## src/rtl/fosfor_present_pkg.sv

```systemverilog
// ============================================================================
// Module : fosfor_present_pkg
// Brief  : Shared PRESENT constants, FSM encoding and S/P layer functions.
// Rev    : 1.0
// ============================================================================
`default_nettype none

package fosfor_present_pkg;

  localparam int ROUNDS = 31;
  localparam int RC_W   = 5;

  typedef enum logic [1:0] {
    ST_IDLE  = 2'd0,
    ST_ROUND = 2'd1,
    ST_FINAL = 2'd2
  } fsm_e;

  function automatic logic [3:0] sbox4(input logic [3:0] x);
    logic [3:0] y;
    case (x)
      4'h0: y = 4'hC;
      4'h1: y = 4'h5;
      4'h2: y = 4'h6;
      4'h3: y = 4'hB;
      4'h4: y = 4'h9;
      4'h5: y = 4'h0;
      4'h6: y = 4'hA;
      4'h7: y = 4'hD;
      4'h8: y = 4'h3;
      4'h9: y = 4'hE;
      4'hA: y = 4'hF;
      4'hB: y = 4'h8;
      4'hC: y = 4'h4;
      4'hD: y = 4'h7;
      4'hE: y = 4'h1;
      default: y = 4'h2;
    endcase
    return y;
  endfunction

  function automatic logic [63:0] sbox_layer64(input logic [63:0] x);
    logic [63:0] y;
    for (int n = 0; n < 16; n++) begin
      y[4*n +: 4] = sbox4(x[4*n +: 4]);
    end
    return y;
  endfunction

  // Bit i moves to (16*i) mod 63; bit 63 is a fixed point.
  function automatic logic [63:0] p_layer64(input logic [63:0] x);
    logic [63:0] y;
    y = '0;
    for (int i = 0; i < 63; i++) begin
      y[(16*i) % 63] = x[i];
    end
    y[63] = x[63];
    return y;
  endfunction

endpackage

`default_nettype wire

```

## src/rtl/fosfor_present_key_schedule.sv

```systemverilog
// ============================================================================
// Module : fosfor_present_key_schedule
// Brief  : Combinational PRESENT key update and round-key extraction (80/128).
// Rev    : 1.0
// ============================================================================
`default_nettype none

module fosfor_present_key_schedule
  import fosfor_present_pkg::*;
#(
  parameter int KEY_BITS = 80
) (
  input  logic [KEY_BITS-1:0] i_key,
  input  logic [RC_W-1:0]     i_rc,
  output logic [63:0]         o_round_key,
  output logic [KEY_BITS-1:0] o_next_key
);

  logic [KEY_BITS-1:0] w_rot;

  assign o_round_key = i_key[KEY_BITS-1 -: 64];
  assign w_rot       = {i_key[KEY_BITS-62:0], i_key[KEY_BITS-1 -: 61]};

  generate
    if (KEY_BITS == 80) begin : g_ks80
      always_comb begin
        o_next_key          = w_rot;
        o_next_key[79:76]   = sbox4(w_rot[79:76]);
        o_next_key[19:15]   = w_rot[19:15] ^ i_rc;
      end
    end else if (KEY_BITS == 128) begin : g_ks128
      always_comb begin
        o_next_key          = w_rot;
        o_next_key[127:124] = sbox4(w_rot[127:124]);
        o_next_key[123:120] = sbox4(w_rot[123:120]);
        o_next_key[66:62]   = w_rot[66:62] ^ i_rc;
      end
    end else begin : g_ks_unsupported
      // Only reached alongside the top-level elaboration error.
      assign o_next_key = w_rot;
    end
  endgenerate

endmodule

`default_nettype wire

```

## src/rtl/fosfor_present_core.sv

```systemverilog
// ============================================================================
// Module : fosfor_present_core
// Brief  : Iterative PRESENT-64 encryption, one round per clock, 80/128-bit key.
// Rev    : 1.0
// ============================================================================
`default_nettype none

module fosfor_present_core
  import fosfor_present_pkg::*;
#(
  parameter int KEY_BITS = 80,
  parameter int ROUNDS   = fosfor_present_pkg::ROUNDS
) (
  input  logic                Clk_k,
  input  logic                Reset_rn,
  input  logic                Start_i,
  input  logic [KEY_BITS-1:0] Key_b,
  input  logic [63:0]         PlainText_b,
  output logic                Ready_o,
  output logic                Done_o,
  output logic [63:0]         CipherText_b
);

  generate
    if (!(KEY_BITS == 80 || KEY_BITS == 128)) begin : g_bad_key_bits
      $error("fosfor_present_core: KEY_BITS=%0d is illegal, must be 80 or 128", KEY_BITS);
    end
    if (ROUNDS < 1 || ROUNDS > 31) begin : g_bad_rounds
      $error("fosfor_present_core: ROUNDS=%0d does not fit the 5-bit round counter", ROUNDS);
    end
  endgenerate

  localparam logic [RC_W-1:0] C_LAST_RC = RC_W'(ROUNDS);

  fsm_e                r_fsm;
  fsm_e                w_fsm_nxt;
  logic [63:0]         r_state;
  logic [KEY_BITS-1:0] r_key;
  logic [RC_W-1:0]     r_rc;
  logic [63:0]         r_ct;
  logic                r_done;

  logic [63:0]         w_round_key;
  logic [KEY_BITS-1:0] w_next_key;
  logic [63:0]         w_round_out;
  logic                w_last_round;

  fosfor_present_key_schedule #(
    .KEY_BITS (KEY_BITS)
  ) u_key_schedule (
    .i_key       (r_key),
    .i_rc        (r_rc),
    .o_round_key (w_round_key),
    .o_next_key  (w_next_key)
  );

  assign w_round_out  = p_layer64(sbox_layer64(r_state ^ w_round_key));
  assign w_last_round = (r_rc == C_LAST_RC);

  always_ff @(posedge Clk_k) begin
    if (!Reset_rn) begin
      r_fsm <= ST_IDLE;
    end else begin
      r_fsm <= w_fsm_nxt;
    end
  end

  always_comb begin
    w_fsm_nxt = r_fsm;
    case (r_fsm)
      ST_IDLE:  if (Start_i)      w_fsm_nxt = ST_ROUND;
      ST_ROUND: if (w_last_round) w_fsm_nxt = ST_FINAL;
      ST_FINAL: w_fsm_nxt = ST_IDLE;
      default:  w_fsm_nxt = ST_IDLE;
    endcase
  end

  // Counter holds at the last round so it never wraps past 31.
  always_ff @(posedge Clk_k) begin
    if (!Reset_rn) begin
      r_state <= '0;
      r_key   <= '0;
      r_rc    <= '0;
      r_ct    <= '0;
      r_done  <= 1'b0;
    end else begin
      r_done <= 1'b0;
      case (r_fsm)
        ST_IDLE: begin
          if (Start_i) begin
            r_state <= PlainText_b;
            r_key   <= Key_b;
            r_rc    <= RC_W'(1);
          end
        end
        ST_ROUND: begin
          r_state <= w_round_out;
          r_key   <= w_next_key;
          if (!w_last_round) begin
            r_rc <= r_rc + RC_W'(1);
          end
        end
        ST_FINAL: begin
          r_ct   <= r_state ^ w_round_key;
          r_done <= 1'b1;
        end
        default: ;
      endcase
    end
  end

  assign Ready_o      = (r_fsm == ST_IDLE);
  assign Done_o       = r_done;
  assign CipherText_b = r_ct;

endmodule

`default_nettype wire
```

## config.mk

```make
export PLATFORM = sky130hd
export DESIGN_NAME = fosfor_present_core
export DESIGN_NICKNAME = d
export VERILOG_FILES = /design/src/rtl/fosfor_present_pkg.sv /design/src/rtl/fosfor_present_key_schedule.sv /design/src/rtl/fosfor_present_core.sv
export SDC_FILE = /design/constraint.sdc
export NUM_CORES = 1
export LEC_CHECK = 0
export CORE_UTILIZATION = 30
export CTS_CLUSTER_SIZE = 16
export DETAILED_ROUTE_END_ITERATION = 10
export MAX_ROUTING_LAYER = met4
export PLACE_DENSITY_LB_ADDON = 0.15
export SETUP_SLACK_MARGIN = 0.2
export SYNTH_ARGS = -nofsm -noshare
export SYNTH_HDL_FRONTEND = slang
export SYNTH_SLANG_ARGS = --single-unit
```

## constraint.sdc

```tcl
create_clock -name Clk_k -period 3.4 [get_ports Clk_k]
set_clock_uncertainty 0.15 [all_clocks]
set_input_delay 0.68 -clock Clk_k [delete_from_list [all_inputs] [get_ports Clk_k]]
set_output_delay 0.68 -clock Clk_k [all_outputs]
set_load 0.02 [all_outputs]
```

==> results.yml, run 1 <==
run_status:
  status: "finished clean"
placed_design:
  place_inst: 2082
  pre_cts_ws_ps: 423
  dp_hpwl_um: 34000
  gp_congestion: 0.861
  io_buffers: 212
layout:
  regArea_um2: 4400
  layout.nets: 1820
  fillers: 4032
  multiInputGateArea_um2: 7200
  fin_cells: 2130
  area_growth_pct: 30.2
  diodes: 0
  drive_gt1_share_pct: 8.54
  postLayoutCoreUtil_pct: 39.9
drt:
  wl_um: 44800
  first_pass_iters: 5
  vias: 10800
  via_per_inst: 5.09
  ant_nets: 0
  post_drt_wl_per_cell_um: 21.0
  drc: 0
  initialDrtViolationCount: 750
floorplan:
  start_util_pct: 30.7
  die_h_um: 204
  core_um2: 40100
  chipWidth_um: 204
  ioPinCount: 213
  die_area_um2: 41800
  num_rows: 73
yosys:
  syn_nets: 1642
  yosysMostFrequentCell: "nor2_1"
  yosys_register_bits: 220
  synth_edf_count: 0
  synthCells: 1408
  yosysTopAreaCell: "dfxtp_1"
  syn_area_um2: 12300
  ys_seq_area_share_pct: 35.8
  async_reset_ff_share_pct: 0
  synthTopCellsByArea: "dfxtp_1 36%, ha_1 8.9%, nor2_1 7.0%, mux4_2 5.7%, a311oi_1 5.4%"
  synth_ff_type: "dfxtp_1"
  syn_area_per_cell_um2: 8.73
  synth.top_cell.area_share_pct: 35.8
  synth.cells.most_frequent: "229 x nor2_1, 220 x dfxtp_1, 177 x nand2_1"
  synth_cell_types: 51
  ys_warn_count: 0
global_routing:
  overflow: 0
  grt_usage_pct: 21.8
  grt_pass1_vias: 10400
  grt_max_degree: 179
  grt_pass1_wl_um: 66000
  grt_antenna_before_repair: 0
cts:
  clkLatencyLatePin_ps: 540
  cts.sinks: 220
  cts_setup_buffers: 0
  cts_resized: 0
  clk_pin_slew_ps: 60
  postCtsHoldBufs: 0
  root_buffer: "clkbuf_16"
  cts_buffers: 27
  ctsLongestPathBuffers: 3
  cts_tree: "yes"
  h-tree-depth: 1
min_path:
  hold_path_class: "register to register"
  hp-start: "u_key_schedule.o_next_key[77]"
  worstHoldPathCells: 2
  worstHoldEndpoint: "r_key[77]"
critical_path:
  reg2reg_to: "r_state[36]"
  path_max_fanout: 6
  critPathArrivalTime_ps: 3060
  startpoint_type: "register"
  reg2reg_depth: 6
  crit_path_start: "r_key[33]"
  crit_required_ps: 3670
  crit_chain: "xnor2_1, inv_1, ha_1, mux4_2, a221oi_1, nor2_1"
  cp_slowest_cell: "xnor2_1"
  worst_setup_path_end_kind: "register"
  max_stage_delay_ps: 560
  crit_type: "register to register"
  reg2reg_slack_ps: 610
  reg2reg_from: "r_key[33]"
sta:
  worstMarginPinSlew_ps: 801
  timing.final.crit_share_pct: 82.0
  min_period_ps: 2790
  drv_slew: 0
  layout_setup_ws_ps: 613
  final-setup-viol-count: 0
  rsz0062_at_grt: "no"
  setup-tns-final_ps: 0
  max_freq_mhz: 359
  slew_headroom_pct: 46.2
  hold_viol: 0
power_and_ir_drop:
  cellPowerDensity_nw_per_um2: 528
  peakVddDrop_uv: 319
  power_leakage_uw: 0.00626
job:
  maxCapViolations: 0
cell families (layout without fill, tap and decap cells):
logic type	Yosys count	count (layout)	synth area share, %
AOI/OAI and AO/OA	291	291	17.8
and+or+nand+nor	454	454	14.7
muxes	84	84	10.0
DFF	220	220	35.8
xor gates and xnor gates	91	91	6.91
buffers and inverters	181	378	5.92
adders and majority gates	87	87	8.85
critical path, delay by kind of cell (launching register included):
kind | cells | cell delay (ps)
compound gates | 1 | 360
xor+xnor | 1 | 560
simple gates | 1 | 100
fa+ha+maj | 1 | 370
flops | 1 | 420
mux | 1 | 540
buf+inv | 1 | 180
area by class of cell:
cell class                      count  area share [%]
Clock buffer                       33            4.55
Clock inverter                     15            1.17
Inverter                           79            1.88
Multi-Input combinational cell   1007            45.0
Sequential cell                   220            27.5
Tap cell                          525            4.10
Timing Repair Buffer              251            15.8
per-layer routing:
layer / vias to the layer above / wire, um / GRT usage [%]
met3: 30 / 2440 / 2.60
met1: 5211 / 21900 / 31.4
met4: 0 / 524 / 3.30
li1: 5307 / - / -
met2: 292 / 19900 / 33.0
met5: - / 0 / -
power by group:
group          internal (uW)  switching, uW
sequential              2770            229
combinational           1100           1350
clock                   1820           1190
state kept, by name, summed over array words and instances, names as in the netlist:
register,flops
r_key,80
CipherText_b,64
r_state,64
r_rc,5
u_key_schedule.o_next_key,4
r_fsm,2
Done_o,1
worst max path at each step:
stage | to | slack (ps) | depth (start not counted)
final | r_state[36] | 610 | 6
after global routing | r_state[36] | 510 | 6
after CTS | r_state[36] | 680 | 6
after detailed placement | r_state[51] | 420 | 5
after global placement | u_key_schedule.o_next_key[76] | 470 | 8
after floorplan | u_key_schedule.o_next_key[76] | 880 | 8
placed cells by master, fill, tap and decap left out, types with 16 or more instances in the layout:
master and instances:
a21oi_1 32, a311oi_1 76, inv_1 78, xnor2_1 68, xor2_1 16, a211oi_1 74
nand2_1 177, clkdlybuf4s50_1 212, o21ai_0 36, a221oi_1 29, ha_1 87, o31ai_1 20
clkbuf_16 27, mux4_2 31, buf_4 30, dfxtp_1 220, nor2_1 229, mux2i_1 51
per-stage QoR:
stage                     instance area [um2]  hold WS, ps  power [uW]
after floorplan                         12300          290        4550
after global placement                  15100          306        5470
after detailed placement                15100          314        5490
after CTS                               16000          326        8520
after global routing                    16000          351        8880
final                                   16000          325        8450
No activity file was read; power rests on OpenSTA's default activity.
==> inputs of run 2 (changes only) <==
- clock period: 3.4 -> 2.35 ns (I/O delays scaled with it)
==> results.yml, run 2 (synthesized netlist as in run 1, its figures left out) <==
run_status:
  status: "finished clean"
critical_path:
  crit_required_ps: 1730
  reg2reg_depth: 6
  cp_slowest_cell: "clkdlybuf4s50_1"
  startpoint_type: "register"
  reg2reg_from: "r_key[33]"
  critPathArrivalTime_ps: 1500
  path_max_fanout: 2
  worst_setup_path_end_kind: "output port"
  reg2reg_slack_ps: 230
  path_buf_inv: 1
  crit_type: "register to output port"
  crit_chain: "clkdlybuf4s50_1"
  crit_family: "buffers and inverters"
  max_stage_delay_ps: 620
  reg2reg_to: "r_state[36]"
drt:
  wl_um: 46200
  ant_nets: 0
  vias: 11200
  post_drt_wl_per_cell_um: 20.8
  initialDrtViolationCount: 881
  drc: 0
  first_pass_iters: 5
  via_per_inst: 5.05
global_routing:
  overflow: 0
  grt_pass1_vias: 10800
  grt_pass1_wl_um: 67300
  grt_usage_pct: 22.4
  grt_max_degree: 152
  grt_antenna_before_repair: 0
cts:
  postCtsHoldBufs: 0
  cts_setup_buffers: 0
  h-tree-depth: 1
  root_buffer: "clkbuf_16"
  clk_pin_slew_ps: 60
  clkLatencyLatePin_ps: 560
  cts_buffers: 27
  cts.sinks: 220
  ctsLongestPathBuffers: 3
  cts_tree: "yes"
layout:
  fin_cells: 2222
  final_cell_mix: "228 x nor2_1, 184 x dfxtp_1, 177 x nand2_1"
  final_common_cell: "nor2_1"
  largest_register_ff_count: 80
  drive_gt1_share_pct: 18.9
  postLayoutCoreUtil_pct: 42.8
  largest-register: "r_key"
  layout.nets: 1911
  diodes: 0
  area_growth_pct: 39.7
floorplan:
  num_rows: 73
  die_area_um2: 41800
  core_um2: 40100
  ioPinCount: 213
  start_util_pct: 30.7
  die_h_um: 204
  chipWidth_um: 204
sta:
  timing.final.crit_share_pct: 90.4
  final-setup-viol-count: 0
  holdWs_ps: 326
  min_period_ps: 2120
  slew_headroom_pct: 44.2
  rsz0062_at_grt: "yes"
  worstMarginPinSlew_ps: 831
  max_freq_mhz: 471
  layout_setup_ws_ps: 225
  drv_slew: 0
  hold_viol: 0
power_and_ir_drop:
  power_leakage_uw: 0.00750
  cellPowerDensity_nw_per_um2: 748
  peakVddDrop_uv: 482
  fin_total_pwr_uw: 12900
min_path:
  worstHoldEndpoint: "r_state[44]"
  worstHoldPathCells: 2
  hp-start: "r_state[44]"
  hold_path_class: "register to register"
placed_design:
  io_buffers: 212
  gp_congestion: 0.867
  dp_hpwl_um: 36300
  place_inst: 2173
  pre_cts_ws_ps: -433
job:
  maxCapViolations: 0
## run 2: cell types whose count changed in the layout (fill, tap and decap cells not counted), sizes merged
| cell | before | now |
|---|---|---|
| buf | 39 | 131 |
| bufinv | 4 | 3 |
| clkbuf | 33 | 38 |
| clkdlybuf4s50 | 212 | 162 |
| clkinv | 9 | 6 |
| clkinvlp | 2 | 1 |
| dlygate4sd2 | 0 | 16 |
| dlymetal6s2s | 0 | 33 |
| inv | 79 | 80 |
## run 2: layout make-up
type	instances	area, um2
well taps	525	657
clock inverters	11	144
multi-input cells	1007	7590
clock buffers	38	767
fillers	3978	22900
flip-flops and latches	220	4470
inverters	79	302
repair buffers	342	3240
## run 2: worst max path at each step
stage / start / end / slack (ps) / depth (start not counted)
after floorplan: r_key[53] / r_state[41] / 200 / 6
after global placement: Start_i / u_key_schedule.o_next_key[76] / -410 / 8
after detailed placement: Start_i / u_key_schedule.o_next_key[76] / -430 / 8
after CTS: r_fsm[0] / Ready_o / 160 / 3
after global routing: r_key[69] / r_state[45] / 170 / 6
final: CipherText_b[36] / CipherText_b[36] / 230 / 1
## run 2: metal layers
metal | GRT usage [%] | part of all wire, % | vias up
met1 | 31.3 | 48 | 5380
met4 | 7.20 | 2.9 | 0
li1 | - | - | 5484
met5 | - | 0 | -
met3 | 2.77 | 5.2 | 65
met2 | 33.2 | 44 | 303
## run 2: per-stage QoR
step | setup TNS, ps | instance area (um2)
floorplan | 0 | 12300
global placement | -5950 | 15800
detailed placement | -8610 | 15800
CTS | 0 | 16900
global route | 0 | 17200
finish | 0 | 17200
## run 2: repair_timing
item                       CTS  global route
pin swaps                    2            12
setup endpoints to repair   36            66
gates resized for setup     70            86
## run 2: power breakdown
group,leakage (uW),switching (uW),internal (uW),total (uW)
Combinational,0.00523,2140,1990,4130
Sequential,0.00182,360,4020,4380
Clock,0.000447,1740,2600,4340
Total,0.00750,4240,8610,12900
==> inputs of run 3 (changes only) <==
- CORE_MARGIN: default -> 1
- GPL_TIMING_DRIVEN: default -> 1
==> results of run 3 <==
No change in the layout: final DEF, timing and power equal those of run 2.
==> variant 1 (config.mk and constraints of run 2) <==
Re-encode `fsm_e` (3 states) as one-hot, 3 bits wide.
--- a/src/rtl/fosfor_present_pkg.sv
+++ b/src/rtl/fosfor_present_pkg.sv
@@ -10,10 +10,10 @@
   localparam int ROUNDS = 31;
   localparam int RC_W   = 5;
 
-  typedef enum logic [1:0] {
-    ST_IDLE  = 2'd0,
-    ST_ROUND = 2'd1,
-    ST_FINAL = 2'd2
+  typedef enum logic [2:0] {
+    ST_IDLE  = 3'b001,
+    ST_ROUND = 3'b010,
+    ST_FINAL = 3'b100
   } fsm_e;
 
   function automatic logic [3:0] sbox4(input logic [3:0] x);
Behaviour: no difference found for any inputs over 10 cycles, from zero or initial values and one cycle with Reset_rn low; not proved beyond that.
==> variant 1 against run 2 <==
  * Area after synthesis is 4.3% lower
  * Design area is 3.1% lower
  * Final cell count is 4.3% lower
  * Die area is 4.3% lower
  * Maximum frequency is 0.84% higher
  * Sequential cell count is 1 higher
  * Count of clock-buffer cells in the layout is 6 higher
  * Wire length is 5.0% lower
  * Total power is 5.3% lower
  * Critical path depth stayed put
  * Setup slack better by 0.018 ns
  * Utilization is 0.22 points higher
  * Highest routed layer unchanged
==> variant 1: results (changes against run 2) <==
- Outcome: completed
- CP peak stage delay: 0.60 ns (-0.02 ns)
- Final #Nets: 1,821 (-4.7%)
- Register share of total power: 0.355 (+0.014)
- Sequential Area: 4450 sq um (-0.56%)
- Maximum number of pins on one net before global-route repair: 133 (-13%)
- Count of clock tree sinks: 221 (+0.45%)
- Detailed-route wire length: 43,900 um (-5.0%)
- Combinational power: 0.00342 W (-17%)
- Number of inserted filler cells in the final layout: 3,845 (-3.3%)
- Net count of the mapped netlist: 1,525 (-7.1%)
- Fraction of final layout cells with drive strength greater than 1: 0.171 (-0.0181)
- Launch instance of the worst min-delay path: r_key[11]$_SDFFE_PN0N_
- Multi-input combinational area share: 0.411 (-0.0312)
- Post-Synth XOR/XNOR Area: 0.0676 (-0.00144)
- Via count of the routed design: 10.5k (-6.3%)
- Internal power summed over all cells: 0.00844 W (-2.0%)
- Count of non-CTS inverters in the layout: 65 (-18%)
- Compound-Gate Fraction of Synth Area: 0.153 (-0.0257)
- List of most frequent post-synthesis cells: sky130_fd_sc_hd__dfxtp_1 (221), sky130_fd_sc_hd__nor2_1 (170), sky130_fd_sc_hd__nand2_1 (119)
- Wire length of the first global-routing pass: 64,300 um (-4.5%)
- Final-layout non-clock buffer area share: 0.211 (+0.0225)
- Mux contribution to synthesized area: 0.0999 (-0.000250)
- Sequential fraction of the synthesis area: 0.376 (+0.0179)
- M2 GR Usage: 0.363 (+0.0311)
- Launch point of the worst reg-to-reg path: r_key[48]$_SDFFE_PN0N_
- Flop-to-flop setup slack: 0.25 ns (+0.02 ns)
- Half-perimeter wire length after detailed placement: 33,800 um (-7.0%)
- Leakage power: 7.36 nW (-1.9%)
- Library cells used by synthesis: 47 (-7.8%)
- GRT Overall Usage: 0.224 (about the same)
- Final-layout clock buffer total: 44 (+16%)
## variant 1: changes by cell type after synthesis, moves of 9 or more
cell                       before  now
sky130_fd_sc_hd__nand2_1      177  119
sky130_fd_sc_hd__and3_1         2   11
sky130_fd_sc_hd__a221oi_1      29    1
sky130_fd_sc_hd__clkbuf_1      58   42
sky130_fd_sc_hd__nor2_1       229  170
sky130_fd_sc_hd__nor3_1        14   84
sky130_fd_sc_hd__o22ai_1        0   75
sky130_fd_sc_hd__o31ai_1       20    0
sky130_fd_sc_hd__a22oi_1        1   19
sky130_fd_sc_hd__a311oi_1      76   34
sky130_fd_sc_hd__nor3b_1        0   11
sky130_fd_sc_hd__o21ai_0       36    0
sky130_fd_sc_hd__inv_1         78   64
sky130_fd_sc_hd__mux2i_1       51   39
## variant 1: how the worst max path moves through the flow
stage	end	slack, ns
after detailed placement	u_key_schedule.o_next_key[78]$_DFF_P_	-0.49
final	CipherText_b[37]	0.24
after global placement	u_key_schedule.o_next_key[78]$_DFF_P_	-0.42
after CTS	CipherText_b[23]	0.20
after global routing	r_state[45]$_SDFFE_PN0N_	0.17
after floorplan	u_key_schedule.o_next_key[78]$_DFF_P_	0.21
## variant 1: per-stage QoR
| stage | setup WS, ns | utilization | instance area, sq um | instances |
|---|---|---|---|---|
| global route | 0.175 | 0.431 | 16600 | 2126 |
| global placement | -0.419 | 0.398 | 15400 | 2071 |
| CTS | 0.200 | 0.423 | 16400 | 2122 |
| finish | 0.243 | 0.431 | 16600 | 2126 |
| floorplan | 0.214 | - | 11800 | 1291 |
| detailed placement | -0.488 | 0.398 | 15400 | 2071 |
## variant 1: timing repair
action                                  in CTS  in global routing
endpoints found under the setup margin      34                138
cloned                                       0                  1
resized for setup                           39                 79
pin swaps                                    0                  7
buffers inserted                             0                  3
==> variant 2 (flow settings as in run 2) <==
Without the edit above. Register the input `Key_b` before use, with the module's reset. The logic sees it one clock later. The other inputs are not delayed to match.
--- a/src/rtl/fosfor_present_core.sv
+++ b/src/rtl/fosfor_present_core.sv
@@ -20,6 +20,16 @@
   output logic                Done_o,
   output logic [63:0]         CipherText_b
 );
+
+  logic [KEY_BITS-1:0] Key_b_q;
+
+  always_ff @(posedge Clk_k) begin
+    if (!Reset_rn) begin
+      Key_b_q <= '0;
+    end else begin
+      Key_b_q <= Key_b;
+    end
+  end
 
   generate
     if (!(KEY_BITS == 80 || KEY_BITS == 128)) begin : g_bad_key_bits
@@ -89,7 +99,7 @@
         ST_IDLE: begin
           if (Start_i) begin
             r_state <= PlainText_b;
-            r_key   <= Key_b;
+            r_key   <= Key_b_q;
             r_rc    <= RC_W'(1);
           end
         end
Function: same outputs for any inputs over 10 cycles, from zero or initial values and one cycle with Reset_rn low; that may be too few to reach the edited logic, so the function may still have changed.
==> variant 2 against run 2 <==
  * Maximum frequency grew 0.62%
  * Wire length rose by 9.8%
  * Total power rose by 20%
  * Via count rose by 6.1%
  * Area after synthesis up 22%
  * Design area increased by 15%
  * Utilization decreased by 2.8 points
  * Count of clock-buffer cells in the layout rose by 14
  * Sequential cell count up 80
  * Setup slack improved by 0.013 ns
==> variant 2: results (changes against run 2) <==
- FF-to-FF path depth: 9 (+3)
- Post-DP Area: 18,200 sq um (+16%)
- Crit Reg-Reg Endpoint: u_key_schedule.o_next_key[76]$_DFF_P_
- Outcome: completed
- Number of inserted filler cells in the final layout: 4,905 (+23%)
- Setup Slack @ Placement: 0.0535 ns (+0.486 ns)
- Worst Hold Slack: 0.114 ns (-0.212 ns)
- Number of port buffers: 212 (unchanged)
- Number of buffers created by CTS: 38 (+41%)
- Clock network fraction of total power: 0.365 (+0.027)
- CTS HTree Levels: 2 (+1)
- Net count of the mapped netlist: 1,784 (+8.6%)
- Worst ir drop on vdd: 0.398 mV (-18%)
- Flop-to-flop setup slack: 0.29 ns (+0.06 ns)
- Critical Path Slowest Stage Cell: sky130_fd_sc_hd__clkdlybuf4s50_1
- Seq power: 0.00584 W (+33%)
- Final Wtd Congestion: 0.838 (-3.4%)
- Wire length per cell after detailed routing: 20.7 um (-0.65%)
- Post-Synth XOR/XNOR Area: 0.0516 (-0.0175)
- Sequential fraction of the synthesis area: 0.399 (+0.0406)
- First-pass iteration count of the detailed router: 4 (-1)
- CP Max Fanout: 2 (unchanged)
- Sw frac: 0.306 (-0.0244)
- CP startpoint: CipherText_b[20]$_SDFFE_PN0P_
- Maximum number of pins on one net before global-route repair: 110 (-28%)
- Power Density: 781 nW/um^2 (+4.3%)
- Half-perimeter wire length after detailed placement: 37,300 um (+2.6%)
- CP peak stage delay: 0.60 ns (-0.02 ns)
- Library cells used by synthesis: 40 (-22%)
- Via count of the routed design: 11.9k (+6.1%)
- Compound-Gate Fraction of Synth Area: 0.164 (-0.0141)
- Final #Nets: 1,998 (+4.6%)
- Wire length of the first global-routing pass: 75,500 um (+12%)
- Classification of the worst-slack hold path: in2reg
- Worst rel slew slack: 0.353 (-0.0889)
- DRC marker count from the first detailed-route iteration: 822 (-6.7%)
- List of most frequent post-synthesis cells: sky130_fd_sc_hd__dfxtp_1 (300), sky130_fd_sc_hd__nand2_1 (166), sky130_fd_sc_hd__a21oi_1 (101)
- Post-route fraction of the period consumed by the critical path: 0.898 (-0.00555)
- Synthesized-area fraction occupied by adder cells: 0.0723 (-0.0162)
- Leakage power: 9.72 nW (+30%)
- GRT Overall Usage: 0.205 (-0.0191)
- Fraction of final layout cells with drive strength greater than 1: 0.161 (-0.0284)
- Mux contribution to synthesized area: 0.113 (+0.0130)
- Launch instance of the worst min-delay path: Reset_rn
- Post-CTS sizing: 41 (-41%)
- Worst min-delay path endpoint: Key_b_q[78]$_SDFF_PN0_
- End point of the critical path: CipherText_b[20]
- Most area-consuming cells after synthesis: sky130_fd_sc_hd__dfxtp_1 (40%), sky130_fd_sc_hd__ha_1 (7.2%), sky130_fd_sc_hd__mux2i_1 (6.4%), sky130_fd_sc_hd__o211a_1 (5.6%), sky130_fd_sc_hd__o221a_2 (5.3%)
- Launch point of the worst reg-to-reg path: r_rc[1]$_SDFFE_PN0P_
## variant 2: changes by cell type after synthesis, sizes merged, moves of 45 or more
cell	run 2	this run
a211oi	75	1
a21oi	32	101
a311oi	76	0
and2	2	81
dfxtp	220	300
mux2i	51	96
nor2	229	83
nor2b	5	90
o211a	0	85
o221a	1	72
## variant 2: through the flow
step | util | cells
floorplan | - | 1550
global placement | 0.370 | 2381
detailed placement | 0.370 | 2381
CTS | 0.395 | 2448
global route | 0.400 | 2455
finish | 0.400 | 2455
## variant 2: cell type report
type | count | area (sq um) | area share
Inverter | 63 | 236 | 0.0120
Clock inverter | 15 | 129 | 0.00654
Clock buffer | 52 | 1050 | 0.0534
Sequential cell | 300 | 6020 | 0.305
Multi-Input combinational cell | 1071 | 8570 | 0.435
Tap cell | 664 | 831 | 0.0421
Timing Repair Buffer | 290 | 2880 | 0.146
## variant 2: metal layers
layer,global-route usage,part of all wire
met1,0.280,0.48
met5,-,0
met2,0.308,0.44
met4,0.0737,0.031
met3,0.0263,0.041
